<file path="config.mk">
export PLATFORM = sky130hd
export DESIGN_NAME = alu_arbiter_flat
export DESIGN_NICKNAME = d
export VERILOG_FILES = /design/src/rtl/alu_arbiter_if.sv /design/src/rtl/alu_arbiter.sv /design/src/flat_wrapper.sv
export SDC_FILE = /design/constraint.sdc
export NUM_CORES = 1
export LEC_CHECK = 0
export CAP_MARGIN = 10
export CORE_MARGIN = 2
export CORE_UTILIZATION = 25
export DETAILED_ROUTE_END_ITERATION = 8
export PLACE_DENSITY_LB_ADDON = 0.25
export SETUP_SLACK_MARGIN = 0.1
export SYNTH_ARGS = -nofsm -noshare
export SYNTH_HDL_FRONTEND = slang
export SYNTH_SLANG_ARGS = --single-unit
</file>
<file path="constraint.sdc">
create_clock -name i_clk -period 1.85 [get_ports i_clk]
set_input_delay 0.37 -clock i_clk [delete_from_list [all_inputs] [get_ports i_clk]]
set_output_delay 0.37 -clock i_clk [all_outputs]
set_load 0.02 [all_outputs]
</file>
<file path="src/rtl/alu_arbiter_if.sv">
// rtl/alu_arbiter_if.sv - requester/datapath bus bundle for alu_arbiter
//
// Purpose: groups the two requester handshakes, the result/busy status and
// the shared-datapath link into one bundle.
// Signals:
//   req_x, in_x[7:0], op_x[1:0]  requester x operation request (x = a, b)
//   ack_x, done_x                per-requester accept / completion pulses
//   result[8:0], busy            last completed result, not-idle flag
//   dp_in[7:0], dp_op[1:0]       operand / opcode to the shared datapath
//   dp_out[8:0]                  registered output of the shared datapath
// Modports: slave = arbiter side, master = requesters + datapath side.
interface alu_arbiter_if;
  logic       req_a;
  logic [7:0] in_a;
  logic [1:0] op_a;
  logic       ack_a;
  logic       done_a;

  logic       req_b;
  logic [7:0] in_b;
  logic [1:0] op_b;
  logic       ack_b;
  logic       done_b;

  logic [8:0] result;
  logic       busy;

  logic [7:0] dp_in;
  logic [1:0] dp_op;
  logic [8:0] dp_out;

  modport slave (
    input  req_a, in_a, op_a, req_b, in_b, op_b, dp_out,
    output ack_a, done_a, ack_b, done_b, result, busy, dp_in, dp_op
  );

  modport master (
    output req_a, in_a, op_a, req_b, in_b, op_b, dp_out,
    input  ack_a, done_a, ack_b, done_b, result, busy, dp_in, dp_op
  );
endinterface

</file>
<file path="src/rtl/alu_arbiter.sv">
// rtl/alu_arbiter.sv - two-requester round-robin arbiter for a shared ALU datapath
//
// Purpose: accepts one operation at a time from requester A or B, drives
// the shared datapath for one operation (IDLE -> ISSUE -> EXEC -> CAPT),
// then publishes the datapath output as result with a done pulse to the
// owner. Ties are broken round-robin.
// Ports:
//   i_clk  clock, all state changes on the rising edge
//   i_rst  synchronous active-high reset
//   bus    alu_arbiter_if.slave (requester handshakes, status, datapath link)
module alu_arbiter (
  input  logic         i_clk,
  input  logic         i_rst,
  alu_arbiter_if.slave bus
);

  typedef enum logic [1:0] {
    ST_IDLE  = 2'd0,
    ST_ISSUE = 2'd1,
    ST_EXEC  = 2'd2,
    ST_CAPT  = 2'd3
  } state_t;

  state_t     r_state;
  logic       r_owner_b;   // 1: current operation belongs to B
  logic       r_last_b;    // 1: B was granted most recently
  logic       r_ack_a;
  logic       r_ack_b;
  logic       r_done_a;
  logic       r_done_b;
  logic       r_busy;
  logic [8:0] r_result;
  logic [7:0] r_dp_in;     // doubles as the latched operand
  logic [1:0] r_dp_op;     // doubles as the latched opcode

  logic       w_any_req;
  logic       w_grant_b;

  // Grant choice for an IDLE cycle: a lone request wins outright; on a tie
  // the requester that was not granted last wins.
  always_comb begin
    w_any_req = bus.req_a | bus.req_b;
    w_grant_b = 1'b0;
    if (bus.req_a && bus.req_b) begin
      w_grant_b = ~r_last_b;
    end else begin
      w_grant_b = bus.req_b;
    end
  end

  always_ff @(posedge i_clk) begin
    if (i_rst) begin
      r_state   <= ST_IDLE;
      r_owner_b <= 1'b0;
      r_last_b  <= 1'b1;   // so that A wins the first tie
      r_ack_a   <= 1'b0;
      r_ack_b   <= 1'b0;
      r_done_a  <= 1'b0;
      r_done_b  <= 1'b0;
      r_busy    <= 1'b0;
      r_result  <= 9'd0;
      r_dp_in   <= 8'd0;
      r_dp_op   <= 2'd0;
    end else begin
      // Handshake outputs are single-cycle pulses by default.
      r_ack_a  <= 1'b0;
      r_ack_b  <= 1'b0;
      r_done_a <= 1'b0;
      r_done_b <= 1'b0;

      case (r_state)
        ST_IDLE: begin
          if (w_any_req) begin
            // Operands are captured here only, so requester changes after
            // the grant cannot disturb the operation in flight.
            r_dp_in   <= w_grant_b ? bus.in_b : bus.in_a;
            r_dp_op   <= w_grant_b ? bus.op_b : bus.op_a;
            r_owner_b <= w_grant_b;
            r_last_b  <= w_grant_b;
            r_ack_a   <= ~w_grant_b;
            r_ack_b   <= w_grant_b;
            r_busy    <= 1'b1;
            r_state   <= ST_ISSUE;
          end
        end

        // Datapath samples dp_in at the ISSUE -> EXEC edge.
        ST_ISSUE: r_state <= ST_EXEC;

        // Datapath output register loads at the EXEC -> CAPT edge.
        ST_EXEC: r_state <= ST_CAPT;

        ST_CAPT: begin
          r_result <= bus.dp_out;
          r_done_a <= ~r_owner_b;
          r_done_b <= r_owner_b;
          r_busy   <= 1'b0;
          r_state  <= ST_IDLE;
        end

        default: begin
          r_busy  <= 1'b0;
          r_state <= ST_IDLE;
        end
      endcase
    end
  end

  assign bus.ack_a  = r_ack_a;
  assign bus.ack_b  = r_ack_b;
  assign bus.done_a = r_done_a;
  assign bus.done_b = r_done_b;
  assign bus.busy   = r_busy;
  assign bus.result = r_result;
  assign bus.dp_in  = r_dp_in;
  assign bus.dp_op  = r_dp_op;

endmodule

</file>
<file path="src/flat_wrapper.sv">
// flat-port wrapper written by rule: the top's interface ports become plain ports
module alu_arbiter_flat 
  (i_clk, i_rst, bus_req_a, bus_in_a, bus_op_a, bus_req_b, bus_in_b, bus_op_b, bus_dp_out, bus_ack_a, bus_done_a, bus_ack_b, bus_done_b, bus_result, bus_busy, bus_dp_in, bus_dp_op);
  alu_arbiter_if bus_i ();
  input  logic i_clk;
  input  logic i_rst;
  input wire logic [$bits(bus_i.req_a)-1:0] bus_req_a;
  input wire logic [$bits(bus_i.in_a)-1:0] bus_in_a;
  input wire logic [$bits(bus_i.op_a)-1:0] bus_op_a;
  input wire logic [$bits(bus_i.req_b)-1:0] bus_req_b;
  input wire logic [$bits(bus_i.in_b)-1:0] bus_in_b;
  input wire logic [$bits(bus_i.op_b)-1:0] bus_op_b;
  input wire logic [$bits(bus_i.dp_out)-1:0] bus_dp_out;
  output wire logic [$bits(bus_i.ack_a)-1:0] bus_ack_a;
  output wire logic [$bits(bus_i.done_a)-1:0] bus_done_a;
  output wire logic [$bits(bus_i.ack_b)-1:0] bus_ack_b;
  output wire logic [$bits(bus_i.done_b)-1:0] bus_done_b;
  output wire logic [$bits(bus_i.result)-1:0] bus_result;
  output wire logic [$bits(bus_i.busy)-1:0] bus_busy;
  output wire logic [$bits(bus_i.dp_in)-1:0] bus_dp_in;
  output wire logic [$bits(bus_i.dp_op)-1:0] bus_dp_op;
  assign bus_i.req_a = bus_req_a;
  assign bus_i.in_a = bus_in_a;
  assign bus_i.op_a = bus_op_a;
  assign bus_i.req_b = bus_req_b;
  assign bus_i.in_b = bus_in_b;
  assign bus_i.op_b = bus_op_b;
  assign bus_i.dp_out = bus_dp_out;
  assign bus_ack_a = bus_i.ack_a;
  assign bus_done_a = bus_i.done_a;
  assign bus_ack_b = bus_i.ack_b;
  assign bus_done_b = bus_i.done_b;
  assign bus_result = bus_i.result;
  assign bus_busy = bus_i.busy;
  assign bus_dp_in = bus_i.dp_in;
  assign bus_dp_op = bus_i.dp_op;
  alu_arbiter u_core (.i_clk(i_clk), .i_rst(i_rst), .bus(bus_i));
endmodule
</file>
# Word level (Yosys, flattened, before mapping)
# Index checks and enable logic that the tools add are counted.
[classes] n_reduce_logical=7 eq_ne=4 muxes=7 n_bitwise=7
[op_table] op="2-to-1 mux 8 bit" n=1
[op_table] op="case mux 2 bit (4 select lines)" n=1
[op_table] op="NOT 1 bit" n=6
[op_table] op="== test 2 bit, second input constant" n=2
[op_table] op="2-to-1 mux 2 bit" n=2
[op_table] op="AND reduction 2 bit" n=2
[op_table] op="OR reduction 3 bit" n=1
[op_table] op="== test 2 x 1 -> 1 bit, second input constant" n=1
[op_table] op="logical NOT 2 bit" n=1
[op_table] op="2-to-1 mux 1 bit" n=2
[op_table] op="!= test 2 x 1 -> 1 bit, second input constant" n=1
[op_table] op="case mux 1 bit (2 select lines)" n=1
[op_table] op="nonzero test 2 bit" n=1
[op_table] op="OR reduction 2 bit" n=1
[op_table] op="logical AND 1 bit" n=1
[op_table] op="OR 1 bit" n=1
[word_totals] register_bits=28 input_bits=33

# Longest topological paths before layout
# Gate-level depths: netlist (run 1).
[logic_depth] word_depth=3 depth_mapped=6 ltp_nobuf=5

# Worst setup path after synthesis (run 1)
# No wires, ideal clock.
[synth_timing] kind="reg2reg" start="reg u_core.r_state[0]" end="reg u_core.r_busy, in the netlist u_core.bus.busy" stages_incl_launch_ff=6 path_slack_ns=0.483 arrival_time_ns=1.296 cell_sequence="dfxtp_1 > inv_1 > ha_1 > nor3b_2 > or3_1 > a21oi_1"
[synth_between] elab_chain_cells=3
[synth_lines] element="from (decl)" line_no="alu_arbiter.sv:24" text="state_t r_state;"
[synth_lines] element="from (signal assigned)" line_no="alu_arbiter.sv:53" text="r_state <= ST_IDLE;"
[synth_lines] element="from (signal assigned)" line_no="alu_arbiter.sv:83" text="r_state <= ST_ISSUE;"
[synth_lines] element="from (signal assigned)" line_no="alu_arbiter.sv:88" text="ST_ISSUE: r_state <= ST_EXEC;"
[synth_lines] element="logical NOT 2 bit / == test 2 bit (equally long branches)" line_no="alu_arbiter.sv:71" text="case (r_state)"
[synth_lines] element="!= test 2 x 1 -> 1 bit (no line) / nonzero test 2 bit (equally long branches)"
[synth_lines] element="AND reduction 2 bit (no line)"
[synth_lines] element="to (signal assigned)" line_no="alu_arbiter.sv:82" text="r_busy <= 1'b1;"
[synth_lines] element="to (signal assigned)" line_no="alu_arbiter.sv:97" text="r_busy <= 1'b0;"
[synth_lines] element="to (signal assigned)" line_no="alu_arbiter.sv:102" text="r_busy <= 1'b0;"
[synth_lines] element="to (decl)" line_no="alu_arbiter.sv:31" text="logic r_busy;"
# Parallel ways exist; a longest one is shown, timed or not.
# A chain may end at the register's enable or synchronous reset.

# Worst setup path after layout (run 1)
[layout_timing] start="reg u_core.r_result[0], in the netlist u_core.bus.result[0]" end="out bus_result[0]"
[layout_rtl] element="from (decl)" line_no="alu_arbiter.sv:32" text="logic [8:0] r_result;"
[layout_rtl] element="from (signal assigned)" line_no="alu_arbiter.sv:94" text="r_result <= bus.dp_out;"
[layout_rtl] element="to (decl)" line_no="flat_wrapper.sv:18" text="output wire logic [$bits(bus_i.result)-1:0] bus_result;"
# No word-level cell between the ends.

==> flow_summary_export.csv, run 1 <==
group,metric,value,unit
clocking,path_clk_slew,0.09,ns
detailed_routing,vias,1060,
power_and_ir_drop,switching_power,0.819,mW
power_and_ir_drop,p_clk_frac,0.144,
detailed_routing,drc,0,
yosys,ys_types,25,
floorplanning,start_util,0.261,
detailed_routing,drt-initial-drc-count,22,
timing,hold_violations,0,
timing,setup_viol,0,
clocking,numCtsBuffers,3,
floorplanning,fp.dieH,71.7,um
job,drv_cap,0,
hold_path,hp-class,"register to register",
cells_and_area,final_util,0.414,
yosys,syn_inst,123,
clocking,insertion_delay,0.27,ns
clocking,cts_tree,"done",
cells_and_area,final_common_cell,"clkdlybuf4s50_1",
setup_path,crit_chain,"clkdlybuf4s50_1",
power_and_ir_drop,p_sw_frac,0.366,
cells_and_area,drive_gt1_frac,0.0782,
detailed_routing,dr.pass1.iters,4,
setup_path,cp_slowest_cell,"clkdlybuf4s50_1",
clocking,clock_sinks,28,
timing,setup_slack,0.253,ns
power_and_ir_drop,max-vdd-ir-drop,0.424,mV
setup_path,required,1.48,ns
power_and_ir_drop,total_power,2.24,mW
setup_path,cp_top_family,"buffers and inverters",
timing,fmax,0.626,GHz
floorplanning,fp-row-count,24,
setup_path,cp_num_buf_inv,1,
timing,fin_setup_tns,0,ns
detailed_routing,viasPerCell,4.59,
placement,portBuffers,56,
cells_and_area,nets,219,
power_and_ir_drop,seq_power_share,0.380,
setup_path,crit_path_end_kind,"primary output",
placement,dp_worst_setup_slack,0.0527,ns
power_and_ir_drop,power.share.combinational,0.476,
timing,rsz0062_at_grt,"no",
setup_path,cp_slowest_stage_delay,0.61,ns
power_and_ir_drop,internal_power,1.42,mW
setup_path,path_class,"register to primary output",
setup_path,worstPathArrival,1.23,ns
yosys,yosysSeqAreaShare,0.489,
floorplanning,core-area,4380,sq um
power_and_ir_drop,p_leak,0.690,nW
detailed_routing,wl_per_cell,13.1,um
yosys,synth_seq_cells,28,
power_and_ir_drop,power.density,1240,nW/um^2
yosys,ys.warnings.count,0,
clocking,cts_hold_buf,0,
timing,max-slew-margin-rel,0.584,
timing,drv_slew,0,
clocking,htree_levels,1,
clocking,cts-root-buf,"clkbuf_8",
timing,period_needed,1.60,ns
grt,antenna_found_initial,0,
setup_path,worstSetupStartpointType,"register",
timing,worst_slew_pin_slew,0.624,ns
grt,grt_usage,0.118,
hold_path,whs_path_depth,1,
floorplanning,die-area,5140,sq um
placement,hpwl,2330,um
placement,place_congestion,0.737,
timing,post-route-period-util,0.863,
cells_and_area,area_delta_synth_final,58.2,%
cells_and_area,layout_common_cells,"56 x clkdlybuf4s50_1, 28 x dfxtp_1, 22 x nor2_1, 12 x a21oi_1",
timing,fin_skew,0.00206,ns
detailed_routing,routed_wl,3020,um
setup_path,path_depth,1,
grt,grt_pass1_vias,1047,
floorplanning,pin_count,57,
setup_path,cp_max_fo,2,
grt,gr-total-overflow,0,
setup_path,rrSetupSlack,0.32,ns
grt,grt_first_pass_wirelength,4830,um
setup_path,rr_worst_depth,5,
clocking,clockBufferDepth,2,
floorplanning,dieWidth,71.7,um
cells_and_area,num_antenna_cells,0,
grt,grt_max_degree,15,
detailed_routing,ant_nets,0,
outcome,status,"finished clean",
yosys,synth_nets,161,
yosys,synth_area_per_cell,9.32,sq um
yosys,synth_area,1150,sq um
[kinds of logic (layout without fill, tap and decap cells)]
kind of cell | Yosys count | after routing | synth area share
adders and majority gates | 5 | 5 | 0.0546
muxes | 10 | 10 | 0.0873
and+or+nand+nor | 40 | 40 | 0.154
AOI/OAI and AO/OA | 30 | 30 | 0.175
buffers and inverters | 10 | 66 | 0.0404
DFF | 28 | 28 | 0.489
[synthesized netlist by cell type]
library cell | number | area share
nor3b_2 | 1 | 0.011
ha_1 | 5 | 0.055
or2_2 | 1 | 0.0055
o21ai_0 | 1 | 0.0044
a21bo_2 | 1 | 0.0087
nor3_1 | 3 | 0.013
a22oi_1 | 1 | 0.0066
a31oi_1 | 1 | 0.0055
nand2_1 | 10 | 0.033
a21boi_2 | 1 | 0.0098
a211oi_2 | 1 | 0.011
dfxtp_1 | 28 | 0.49
a211oi_1 | 10 | 0.066
inv_1 | 2 | 0.0066
buf_2 | 4 | 0.017
nor3b_1 | 1 | 0.0066
or3_1 | 1 | 0.0055
clkbuf_1 | 3 | 0.0098
and3b_1 | 1 | 0.0076
mux2i_1 | 10 | 0.087
a21oi_1 | 12 | 0.052
o21a_1 | 1 | 0.0066
buf_4 | 1 | 0.0066
o21ai_1 | 1 | 0.0044
nor2_1 | 22 | 0.072
[registers in the layout, indices dropped and copies added, names as in the netlist, 2 cells and up]
register           flops
u_core.r_state         2
u_core.bus.result      9
u_core.bus.dp_in       8
u_core.bus.dp_op       2
[path summary, 6_finish.rpt]
| path | start | endpoint |
|---|---|---|
| max reg2reg | u_core.r_state[0] | u_core.bus.busy |
| min | u_core.r_owner_b | u_core.bus.done_a |
| min reg2reg | u_core.r_owner_b | u_core.bus.done_a |
| max | u_core.bus.result[0] | bus_result[0] |
[through the flow]
stage / hold WS [ns] / instance area [sq um] / std cells
finish: 0.456 / 1810 / 231
global route: 0.479 / 1810 / 231
CTS: 0.457 / 1810 / 231
detailed placement: 0.444 / 1770 / 228
global placement: 0.430 / 1770 / 228
floorplan: 0.413 / 1150 / 123
[per-layer routing]
layer | part of all wire | vias to the layer above | track usage | wire, um
li1 | - | 538 | - | -
met5 | 0 | - | 0 | 0
met3 | 0.074 | 2 | 0.0380 | 222
met2 | 0.47 | 31 | 0.195 | 1420
met1 | 0.45 | 489 | 0.153 | 1370
met4 | 0.0046 | 0 | 0.0189 | 14
[area by class of cell]
class / count / area, sq um
timing repair buffer: 61 / 598
sequential: 28 / 561
tap: 52 / 65.1
multi-input combinational: 85 / 541
fill: 430 / 2570
inverter: 2 / 7.51
clock buffer: 3 / 41.3
[power groups by stage]
stage	logic (mW)	clock network, mW	registers (mW)
2_1_floorplan	0.495	0	1.01
3_3_place_gp	1.03	0	0.861
3_5_place_dp	1.07	0	0.867
4_1_cts	1.08	0.337	0.853
5_1_grt	1.19	0.363	0.869
6_report	1.07	0.322	0.852
[repair_timing]
item | in CTS | in global routing
buffers inserted | 0 | 0
setup endpoints to repair | 0 | 1
endpoints found under the hold margin | 0 | 0
gates resized for setup | 0 | 1
(Power assumes the default switching activity.)
==> run 2: changes to the inputs <==
Settings changed: MAX_ROUTING_LAYER set to met4, SLEW_MARGIN set to 20.
==> flow_summary_export.csv, run 2 (synthesis gave the netlist of run 1 again) <==
group,metric,value,unit
outcome,status,"finished clean",
cells_and_area,nets,219,
cells_and_area,area_delta_synth_final,58.2,%
timing,worst_slew_pin_slew,0.619,ns
setup_path,rr_worst_depth,5,
cells_and_area,fillers,430,
timing,hold_slack,0.456,ns
placement,postPlaceCellArea,1770,sq um
hold_path,hp-class,"register to register",
floorplanning,fp-row-count,24,
hold_path,whs_path_depth,1,
detailed_routing,dr.pass1.iters,4,
power_and_ir_drop,max-vdd-ir-drop,0.426,mV
setup_path,cp_top_family,"buffers and inverters",
hold_path,min_to,"u_core.bus.done_a",
job,drv_cap,0,
power_and_ir_drop,power.density,1240,nW/um^2
cells_and_area,multi_input_area,541,sq um
clocking,htree_levels,1,
timing,setup_viol,0,
cells_and_area,final_util,0.414,
detailed_routing,vias,1058,
timing,fin_skew,0.00413,ns
timing,hold_violations,0,
detailed_routing,routed_wl,3020,um
floorplanning,fp.dieH,71.7,um
clocking,clock_sinks,28,
clocking,clockBufferDepth,2,
setup_path,cp_slowest_cell,"clkdlybuf4s50_1",
timing,drv_slew,0,
cells_and_area,fin_area,1810,sq um
power_and_ir_drop,total_power,2.24,mW
setup_path,timing.rr.end,"u_core.bus.busy",
floorplanning,pin_count,57,
hold_path,min_from,"u_core.r_owner_b",
setup_path,cp_num_buf_inv,1,
clocking,cts-root-buf,"clkbuf_8",
cells_and_area,regArea,561,sq um
detailed_routing,wl_per_cell,13.1,um
detailed_routing,drc,0,
grt,grt_first_pass_wirelength,4830,um
clocking,numCtsBuffers,3,
power_and_ir_drop,p_leak,0.690,nW
cells_and_area,largest_reg_flops,9,
setup_path,worstSetupStartpointType,"register",
setup_path,path_depth,1,
detailed_routing,ant_nets,0,
setup_path,crit_chain,"clkdlybuf4s50_1",
grt,grt_max_degree,15,
setup_path,path_class,"register to primary output",
timing,rsz0062_at_grt,"no",
grt,gr-total-overflow,0,
grt,grt_usage,0.121,
detailed_routing,viasPerCell,4.58,
setup_path,worstPathArrival,1.23,ns
detailed_routing,drt-initial-drc-count,19,
floorplanning,start_util,0.261,
setup_path,required,1.48,ns
setup_path,rrSetupSlack,0.31,ns
setup_path,cp_max_fo,2,
floorplanning,dieWidth,71.7,um
clocking,path_clk_slew,0.09,ns
timing,fin_setup_tns,0,ns
floorplanning,core-area,4380,sq um
timing,fmax,0.625,GHz
setup_path,cp_slowest_stage_delay,0.61,ns
setup_path,crit_path_end_kind,"primary output",
timing,post-route-period-util,0.864,
setup_path,reg2reg_from,"u_core.r_state[0]",
placement,place_congestion,0.746,
clocking,cts_tree,"done",
grt,grt_pass1_vias,1045,
placement,hpwl,2330,um
placement,portBuffers,56,
grt,antenna_found_initial,0,
cells_and_area,drive_gt1_frac,0.0782,
timing,max-slew-margin-rel,0.588,
cells_and_area,num_antenna_cells,0,
timing,period_needed,1.60,ns
clocking,insertion_delay,0.27,ns
cells_and_area,final_common_cell,"clkdlybuf4s50_1",
floorplanning,die-area,5140,sq um
cells_and_area,layout_common_cells,"56 x clkdlybuf4s50_1, 28 x dfxtp_1, 22 x nor2_1, 12 x a21oi_1",
## run 2: what timing repair did
item / 4_1_cts / 5_1_grt
setup buffers: 0 / 0
endpoints found under the setup margin: 0 / 1
hold buffers: 0 / 0
resized for setup: 0 / 1
## run 2: final cells by class
cell class | count | share of cell area
multi-input combinational | 85 | 0.298
tap | 52 | 0.0359
inverter | 2 | 0.00414
sequential | 28 | 0.309
clock buffer | 3 | 0.0228
timing repair buffer | 61 | 0.330
## run 2: worst max-delay path by stage
stage,slack [ns],end,start
floorplan,0.48,u_core.bus.busy,u_core.r_state[0]
global placement,0.17,u_core.bus.dp_in[7],bus_req_a
detailed placement,0.05,u_core.bus.dp_in[7],bus_req_a
CTS,0.23,bus_result[0],u_core.bus.result[0]
global route,0.19,u_core.bus.dp_in[7],u_core.r_state[0]
finish,0.25,bus_result[0],u_core.bus.result[0]
## run 2: metrics by stage
stage / worst slack (ns) / instances
2_1_floorplan: 0.483 / 123
3_3_place_gp: 0.169 / 228
3_5_place_dp: 0.0527 / 228
4_1_cts: 0.233 / 231
5_1_grt: 0.191 / 231
6_report: 0.251 / 231
## run 2: report_power, final
part	leakage (nW)	switching (mW)	total, mW	internal, mW
Sequential	0.230	0.0921	0.852	0.760
Combinational	0.439	0.551	1.07	0.515
Clock	0.0216	0.179	0.325	0.146
## run 2: per-layer routing
metal	up-vias	global-route usage	wire [um]
li1	536	-	-
met5	-	-	0
met2	31	0.194	1400
met3	2	0.0323	198
met4	0	0.0189	14
met1	489	0.157	1420
